==> config.mk <==
export PLATFORM = sky130hd
export DESIGN_NAME = serial_tx_shifter
export DESIGN_NICKNAME = d
export VERILOG_FILES = /design/src/rtl/serial_tx_shifter.sv
export SDC_FILE = /design/constraint.sdc
export NUM_CORES = 1
export LEC_CHECK = 0
export BUFFER_PORTS_ARGS = -buffer_cell sky130_fd_sc_hd__buf_2
export CAP_MARGIN = 20
export CORE_MARGIN = 3
export CORE_UTILIZATION = 55
export CTS_BUF_LIST = sky130_fd_sc_hd__clkbuf_16
export CTS_CLUSTER_SIZE = 30
export DETAILED_ROUTE_END_ITERATION = 8
export GPL_ROUTABILITY_DRIVEN = 1
export PLACE_DENSITY = 0.8
export SETUP_SLACK_MARGIN = 0.02
export SYNTH_ARGS = -nofsm -noshare
export SYNTH_HDL_FRONTEND = slang
export SYNTH_SLANG_ARGS = --single-unit
==> constraint.sdc <==
create_clock -name clk -period 3.6 [get_ports clk]
set_clock_uncertainty 0.1 [all_clocks]
set_input_delay 0.54 -clock clk [delete_from_list [all_inputs] [get_ports clk]]
set_output_delay 0.54 -clock clk [all_outputs]
set_load 0.01 [all_outputs]
==> src/rtl/serial_tx_shifter.sv <==
// Parallel-to-serial shifter with one holding register, so words stream with no gaps.
// Feeds the 'in' input of a downstream sequence detector.
module serial_tx_shifter #(
  parameter int   WIDTH     = 8,
  parameter bit   MSB_FIRST = 1'b1,
  parameter logic IDLE_BIT  = 1'b0
) (
  input  logic             clk,
  input  logic             rst_n,
  input  logic [WIDTH-1:0] din,
  input  logic             din_valid,
  output logic             din_ready,
  output logic             in_bit,
  output logic             bit_valid,
  output logic             busy
);

  localparam int CW = (WIDTH > 2) ? $clog2(WIDTH) : 1;
  localparam logic [CW-1:0] LAST = CW'(WIDTH - 1);

  typedef enum logic {S_IDLE, S_SHIFT} state_e;

  state_e           state_q, state_d;
  logic [CW-1:0]    cnt_q, cnt_d;
  logic [WIDTH-1:0] sr_q, sr_d;
  logic [WIDTH-1:0] hr_q, hr_d;
  logic             hr_full_q, hr_full_d;
  logic             accept;
  logic [WIDTH-1:0] sr_shift;

  // Ready depends only on HR occupancy, never on din_valid.
  assign din_ready = ~hr_full_q;
  assign accept    = din_valid & ~hr_full_q;
  assign sr_shift  = MSB_FIRST ? {sr_q[WIDTH-2:0], 1'b0} : {1'b0, sr_q[WIDTH-1:1]};

  always_ff @(posedge clk or negedge rst_n) begin
    if (!rst_n) begin
      state_q   <= S_IDLE;
      cnt_q     <= '0;
      sr_q      <= '0;
      hr_q      <= '0;
      hr_full_q <= 1'b0;
    end else begin
      state_q   <= state_d;
      cnt_q     <= cnt_d;
      sr_q      <= sr_d;
      hr_q      <= hr_d;
      hr_full_q <= hr_full_d;
    end
  end

  always_comb begin
    state_d   = state_q;
    cnt_d     = cnt_q;
    sr_d      = sr_q;
    hr_d      = hr_q;
    hr_full_d = hr_full_q;
    case (state_q)
      S_IDLE: begin
        if (accept) begin
          sr_d    = din;
          cnt_d   = '0;
          state_d = S_SHIFT;
        end
      end
      S_SHIFT: begin
        if (cnt_q == LAST) begin
          // Refill from HR first, else bypass a word arriving on this edge.
          cnt_d = '0;
          if (hr_full_q) begin
            sr_d      = hr_q;
            hr_full_d = 1'b0;
          end else if (accept) begin
            sr_d = din;
          end else begin
            sr_d    = sr_shift;
            state_d = S_IDLE;
          end
        end else begin
          sr_d  = sr_shift;
          cnt_d = cnt_q + 1'b1;
          if (accept) begin
            hr_d      = din;
            hr_full_d = 1'b1;
          end
        end
      end
    endcase
  end

  assign bit_valid = (state_q == S_SHIFT);
  assign in_bit    = bit_valid ? (MSB_FIRST ? sr_q[WIDTH-1] : sr_q[0]) : IDLE_BIT;
  assign busy      = bit_valid | hr_full_q;

endmodule

==> key figures, run 1 <==
Status
  – Result of the run: finished, final reports clean

Layout
  – Most common library cell in the layout ignoring fill and taps: sky130_fd_sc_hd__dfrtp_1
  – Number of fill cells: between 150 and 200
  – NumNets Final: 128
  – Final core utilization: 0.683
  – Proportion of layout cells with a drive suffix above 1: 0.230
  – Inserted Diodes: 0
  – Reg area: 526 um^2
  – Highest-count cells in the layout ignoring fill and taps: sky130_fd_sc_hd__dfrtp_1, sky130_fd_sc_hd__buf_2, sky130_fd_sc_hd__nand2_1
  – Area overhead of the layout relative to synthesis: 11.2%
  – Multi-input combinational cell area: 534 um^2

Yosys
  – Number of synthesis warnings: 0
  – Post-synthesis area per instance: 11.0 um^2
  – Register area share after synthesis: 0.465
  – Cell count after synthesis: approximately 100
  – Syn_nets: between 100 and 150
  – Number of distinct library cells after synthesis: 27
  – Area of the mapped netlist: 1130 um^2
  – Number of flip-flops and latches in the synthesized netlist: 21

Timing
  – Setup tns final: 0 ps
  – Worst-case setup margin in the final layout: 1520 ps
  – Number of endpoints failing setup at the final stage: 0
  – Final worst path period need: 2080 ps
  – Max-slew violation count: 0
  – Final worst-path cycle share: 0.578
  – Setup repair after global routing missed its margin: no
  – Final hold slack: 129 ps
  – Number of hold violations in the final report: 0
  – Actual transition at the worst max-transition pin: 833 ps
  – Maximum achievable frequency: 481 MHz
  – Slew HR: 0.445

Power
  – Leak Pwr: between 0.6 and 0.7 nW
  – Total power divided by cell area: 878 nW/um^2
  – Worst voltage drop across the vdd grid: 0.539 mV
  – Total power draw: approximately 1.1 mW

Setup path
  – Kind of critical path: flip-flop to output port
  – CP startpoint kind: flip-flop
  – Reg-to-reg slack, setup: around 1500 ps
  – CP Capture Point: in_bit
  – Largest fanout on the critical path: 20
  – Arrival time reported for the critical path endpoint: 1440 ps
  – Worst-case reg-to-reg path depth: 3
  – Endpoint of the lowest-slack register-to-register path: hr_q[0]$_DFFE_PN0P_
  – Endpoint class of the critical path: output port
  – Critical path launch point: bit_valid$_DFF_PN0_
  – Origin of the critical flop-to-flop path: hr_full_q$_DFFE_PN0P_
  – Endpoint required time on the critical path: 2960 ps

Placed design
  – Detail Placement HPWL: 1.63 mm
  – Gp weighted congestion: 0.737
  – Count of buffers from port buffering: 14
  – Setup Slack @ Placement: 1420 ps

CTS
  – Hold buffers post-CTS: 0
  – CTS sink cnt: 21
  – Post-CTS Setup Repair Bufs: 0
  – # resized after CTS: 0
  – Number of buffers between clock root and the deepest sink: 2
  – Total CTS buffers: 3
  – Skew-Pair Late Insertion Delay: roughly 260 ps
  – Clock Tree Root: sky130_fd_sc_hd__clkbuf_16
  – H-tree lvl count: 1
  – Clock tree from TritonCTS: done
  – Clock-pin transition on the worst setup and hold timing paths: 60 ps

GRT
  – Number of antenna violations at the first check in global routing: 0
  – GR Overflow Total: 0
  – All-layer global routing usage: 0.209
  – Global-route wire length before repair: ~4 mm
  – Maximum number of pins on one net before global-route repair: 22
  – Number of global-route vias before repair: between 800 and 900

Floorplan
  – Number of top-level design ports: 15
  – Placeable core region: ~1800 um^2
  – Starting density of the core: 0.614
  – Chip Width: 51.3 um
  – Standard-cell rows: 15
  – Die Height: between 50 and 60 um
  – Total Die Area: around 2600 um^2

Drt
  – Starting DRC count in detailed routing: 14
  – Total routed wirelength: 2.43 mm
  – Count of antenna-violating nets left after detailed routing: 0
  – Vias per std cell: 6.29
  – Vias post-DR: 868
  – First-pass DRT Iterations: 4
  – Routed len/inst: ~18 um
  – Number of remaining DRC errors: 0

Job
  – Max-cap viol count: 0

Min path
  – HP Class: input port to asynchronous set/reset pin
## synth_stat cells, drive strengths merged
cell / count / area, um^2
nand3: 8 / 40.0
clkbuf: 2 / 7.51
nor2: 2 / 23.8
o2bb2ai: 1 / 8.76
and2: 1 / 6.26
o31ai: 1 / 7.51
inv: 2 / 7.51
nor2b: 1 / 6.26
mux2i: 7 / 70.1
and4: 7 / 61.3
o22ai: 1 / 6.26
mux2: 8 / 90.1
nand2b: 2 / 12.5
ha: 3 / 37.5
o21ai: 5 / 25.0
a2bb2oi: 1 / 8.76
o211ai: 7 / 52.6
dfrtp: 21 / 526
a31oi: 7 / 43.8
buf: 7 / 55.1
nand2: 9 / 33.8
## power by group
| part | internal [mW] | total, mW | switching [mW] |
|---|---|---|---|
| clock | 0.149 | 0.237 | 0.0881 |
| combinational | 0.195 | 0.419 | 0.224 |
| sequential | 0.348 | 0.446 | 0.0979 |
| total | 0.693 | 1.10 | 0.410 |
## final cells by class
type,instances,area share
clock inverter,1,0.00398
timing repair buffer,15,0.0618
sequential,21,0.418
tap,25,0.0249
clock buffer,3,0.0598
inverter,2,0.00598
multi-input combinational,71,0.425
## flip-flops by register name, summed over array words and instances (netlist names)
register and count:
bit_valid 1, cnt_q 3, hr_full_q 1, hr_q 8, sr_q 8
## worst min path at each step
stage	slack, ps	depth (start not counted)	to	start
floorplan	140	0	bit_valid$_DFF_PN0_	rst_n
global placement	360	1	hr_q[1]$_DFFE_PN0P_	hr_q[1]$_DFFE_PN0P_
detailed placement	370	1	hr_q[1]$_DFFE_PN0P_	hr_q[1]$_DFFE_PN0P_
CTS	150	1	cnt_q[1]$_DFFE_PN0P_	rst_n
global route	160	1	cnt_q[0]$_DFFE_PN0P_	rst_n
finish	130	1	cnt_q[0]$_DFFE_PN0P_	rst_n
## metal layers
metal | share of wire | global-route usage | vias up
li1 | - | - | 402
met1 | 0.44 | 0.283 | 437
met2 | 0.49 | 0.324 | 27
met3 | 0.066 | 0.0554 | 2
met4 | 0.0029 | 0.0699 | 0
met5 | 0 | 0 | -
## worst max-delay path, cell delays in order, from the launching register on
cell and delay, ps:
sky130_fd_sc_hd__dfrtp_1 580, sky130_fd_sc_hd__buf_4 300, sky130_fd_sc_hd__and2_1 170, sky130_fd_sc_hd__buf_2 130
## metrics by stage
stage / cell area (um^2) / cells
5_1_grt: 1260 / 138
2_1_floorplan: 1130 / 103
6_report: 1260 / 138
4_1_cts: 1260 / 138
3_3_place_gp: 1180 / 134
3_5_place_dp: 1180 / 134
## cells by family after synthesis
| family | after synthesis | synth area share |
|---|---|---|
| flops | 21 | 0.465 |
| fa+ha+maj | 3 | 0.0332 |
| buf+inv | 11 | 0.0620 |
| simple gates | 30 | 0.163 |
| mux | 15 | 0.142 |
| compound gates | 23 | 0.135 |
(Power assumes the default switching activity.)
==> inputs of run 2 (changes only) <==
Settings changed: CORE_UTILIZATION 55 to 50, PLACE_DENSITY 0.8 to 0.76.
Clock period 3.6 ns to 1.7 ns, I/O delays scaled along.
==> run 2 against run 1 <==
Compared with the run above: clock power up 110%; die area is 8.8% higher; critical path type is now flip-flop to flip-flop; sequential power up 100%; final area is 15% higher; critical endpoint is now hr_q[6]$_DFFE_PN0P_; register-to-register slack lost 1500 ps; global-route usage is 0.61 points lower; non-clock buffer count rose by 13; highest routed layer unchanged.
==> key figures, run 2 (synthesized netlist as in run 1, its figures left out) <==
Timing
  – Number of endpoints failing setup at the final stage: 0
  – Slew HR: 0.673
  – Actual transition at the worst max-transition pin: just under 500 ps
  – Maximum achievable frequency: 590 MHz
  – Final worst path period need: 1690 ps
  – Max-slew violation count: 0
  – Final worst-path cycle share: 0.996
  – Number of hold violations in the final report: 0
  – Setup repair after global routing missed its margin: yes

Setup path
  – Endpoint class of the critical path: flip-flop
  – CP peak stage delay: 410 ps
  – CP startpoint kind: flip-flop
  – Reg-to-reg slack, setup: 6 ps
  – Critical path cell sequence: ha_4, ha_4, nand2b_4, nor2_8, mux2_4
  – Largest delay contributor family on the critical path: flip-flops
  – Largest fanout on the critical path: 8
  – Most prevalent standard cell on the critical path: sky130_fd_sc_hd__ha_4
  – Slowest library cell on the worst path: sky130_fd_sc_hd__dfrtp_1
  – Kind of critical path: flip-flop to flip-flop
  – Total buffers and inverters traversed by the critical path: 0
  – Arrival time reported for the critical path endpoint: around 1700 ps
  – Endpoint required time on the critical path: between 1500 and 2000 ps

Power
  – Clock power frac: 0.185
  – Leak Pwr: 0.700 nW
  – Cell internal power dissipation: 1.73 mW
  – Sequential cell fraction of total power: 0.337
  – Switching part of the total: 0.353
  – Switching power of the nets: 0.946 mW
  – Worst voltage drop across the vdd grid: between 1 and 1.5 mV
  – Combinational group share of total power: 0.478
  – Total power divided by cell area: 1860 nW/um^2

GRT
  – Number of global-route vias before repair: 908
  – GR Overflow Total: 0
  – Number of antenna violations at the first check in global routing: 0
  – Maximum number of pins on one net before global-route repair: 22
  – Global-route wire length before repair: 4.24 mm
  – All-layer global routing usage: 0.203

Status
  – Result of the run: finished, final reports clean

CTS
  – Total CTS buffers: 3
  – Clock tree from TritonCTS: done
  – CTS sink cnt: 21
  – Skew-Pair Late Insertion Delay: around 250 ps
  – Clock-pin transition on the worst setup and hold timing paths: 60 ps
  – H-tree lvl count: 1
  – Number of buffers between clock root and the deepest sink: 2
  – Clock Tree Root: sky130_fd_sc_hd__clkbuf_16

Layout
  – Number of fill cells: about 170
  – Highest-count cells in the layout ignoring fill and taps: sky130_fd_sc_hd__dfrtp_1, sky130_fd_sc_hd__buf_2, sky130_fd_sc_hd__buf_4
  – Multi-input combinational cell area: approximately 600 um^2
  – NumNets Final: between 100 and 150
  – Reg area: 526 um^2
  – Area overhead of the layout relative to synthesis: 27.4%
  – Final core utilization: 0.705
  – Most common library cell in the layout ignoring fill and taps: sky130_fd_sc_hd__dfrtp_1
  – Proportion of layout cells with a drive suffix above 1: 0.357
  – Registers with the highest flip-flop counts: hr_q: 8 flops, sr_q: 8 flops, cnt_q: 3 flops
  – Inserted Diodes: 0
  – Total non-filler cell area in the finished layout: 1440 um^2

Drt
  – Vias per std cell: between 5 and 6
  – Count of antenna-violating nets left after detailed routing: 0
  – First-pass DRT Iterations: 4
  – Number of remaining DRC errors: 0
  – Vias post-DR: 913
  – Total routed wirelength: 2.59 mm
  – Starting DRC count in detailed routing: 19
  – Routed len/inst: roughly 17 um

Floorplan
  – Standard-cell rows: 16
  – Starting density of the core: 0.553
  – Placeable core region: 2040 um^2
  – Die Height: 53.5 um
  – Chip Width: between 50 and 60 um
  – Total Die Area: between 2000 and 3000 um^2
  – Number of top-level design ports: 15

Min path
  – HP Class: input port to flip-flop

Job
  – Max-cap viol count: 0

Placed design
  – Gp weighted congestion: 0.756
  – Detail Placement HPWL: 1.66 mm
  – Cell area after placement: 1270 um^2
  – Count of buffers from port buffering: 14
run 2: cell types whose count changed in the layout (fill, tap and decap cells not counted), sizes merged:
cell / before / now
dlygate4sd3: 0 / 1
buf: 15 / 27
run 2: final timing paths:
| path | start | to | cells after the start |
|---|---|---|---|
| min reg2reg | hr_q[3]$_DFFE_PN0P_ | hr_q[3]$_DFFE_PN0P_ | 1 |
| max | cnt_q[1]$_DFFE_PN0P_ | hr_q[6]$_DFFE_PN0P_ | 5 |
| min in group asynchronous | rst_n | sr_q[7]$_DFFE_PN0P_ | 2 |
| min | din[0] | hr_q[0]$_DFFE_PN0P_ | 2 |
| max in group asynchronous | rst_n | sr_q[3]$_DFFE_PN0P_ | 2 |
| max reg2reg | cnt_q[1]$_DFFE_PN0P_ | hr_q[6]$_DFFE_PN0P_ | 5 |
run 2: power groups by stage:
stage / Clock [mW] / Sequential [mW] / Combinational (mW)
4_1_cts: 0.501 / 0.876 / 1.16
5_1_grt: 0.519 / 0.927 / 1.42
3_3_place_gp: 0 / 0.867 / 1.05
6_report: 0.497 / 0.901 / 1.28
2_1_floorplan: 0 / 0.853 / 0.782
3_5_place_dp: 0 / 0.885 / 1.10
run 2: stage by stage:
step                      hold slack, ps  power (mW)  setup TNS, ps  setup slack [ps]  instances
after floorplan                     -141        1.64              0              32.9        103
after global placement               137        1.92          -94.2             -27.9        146
after detailed placement             145        1.99           -669             -75.0        146
after CTS                            156        2.53              0              12.8        152
after global routing                 166        2.87           -310             -49.2        153
final                                156        2.68              0              6.10        153
run 2: final cells by class:
type	instances	share of cell area
timing repair buffer	28	0.132
clock buffer	3	0.0522
clock inverter	1	0.00348
sequential	21	0.365
inverter	2	0.00522
tap	27	0.0235
multi-input combinational	71	0.418
run 2: per-layer routing:
layer / wire [um] / part of all wire / global-route usage / up-vias
met5: 0 / 0 / 0 / -
met4: 27 / 0.010 / 0.0638 / 0
met3: 134 / 0.052 / 0.0471 / 6
met2: 1220 / 0.47 / 0.339 / 22
met1: 1210 / 0.47 / 0.260 / 460
li1: - / - / - / 425
run 2: repair_timing:
action | 4_1_cts | 5_1_grt
endpoints found under the hold margin | 21 | 0
buffers inserted | 1 | 1
hold buffers | 1 | 0
setup endpoints to repair | 16 | 15
pin swaps | 1 | 3
resized for setup | 4 | 10
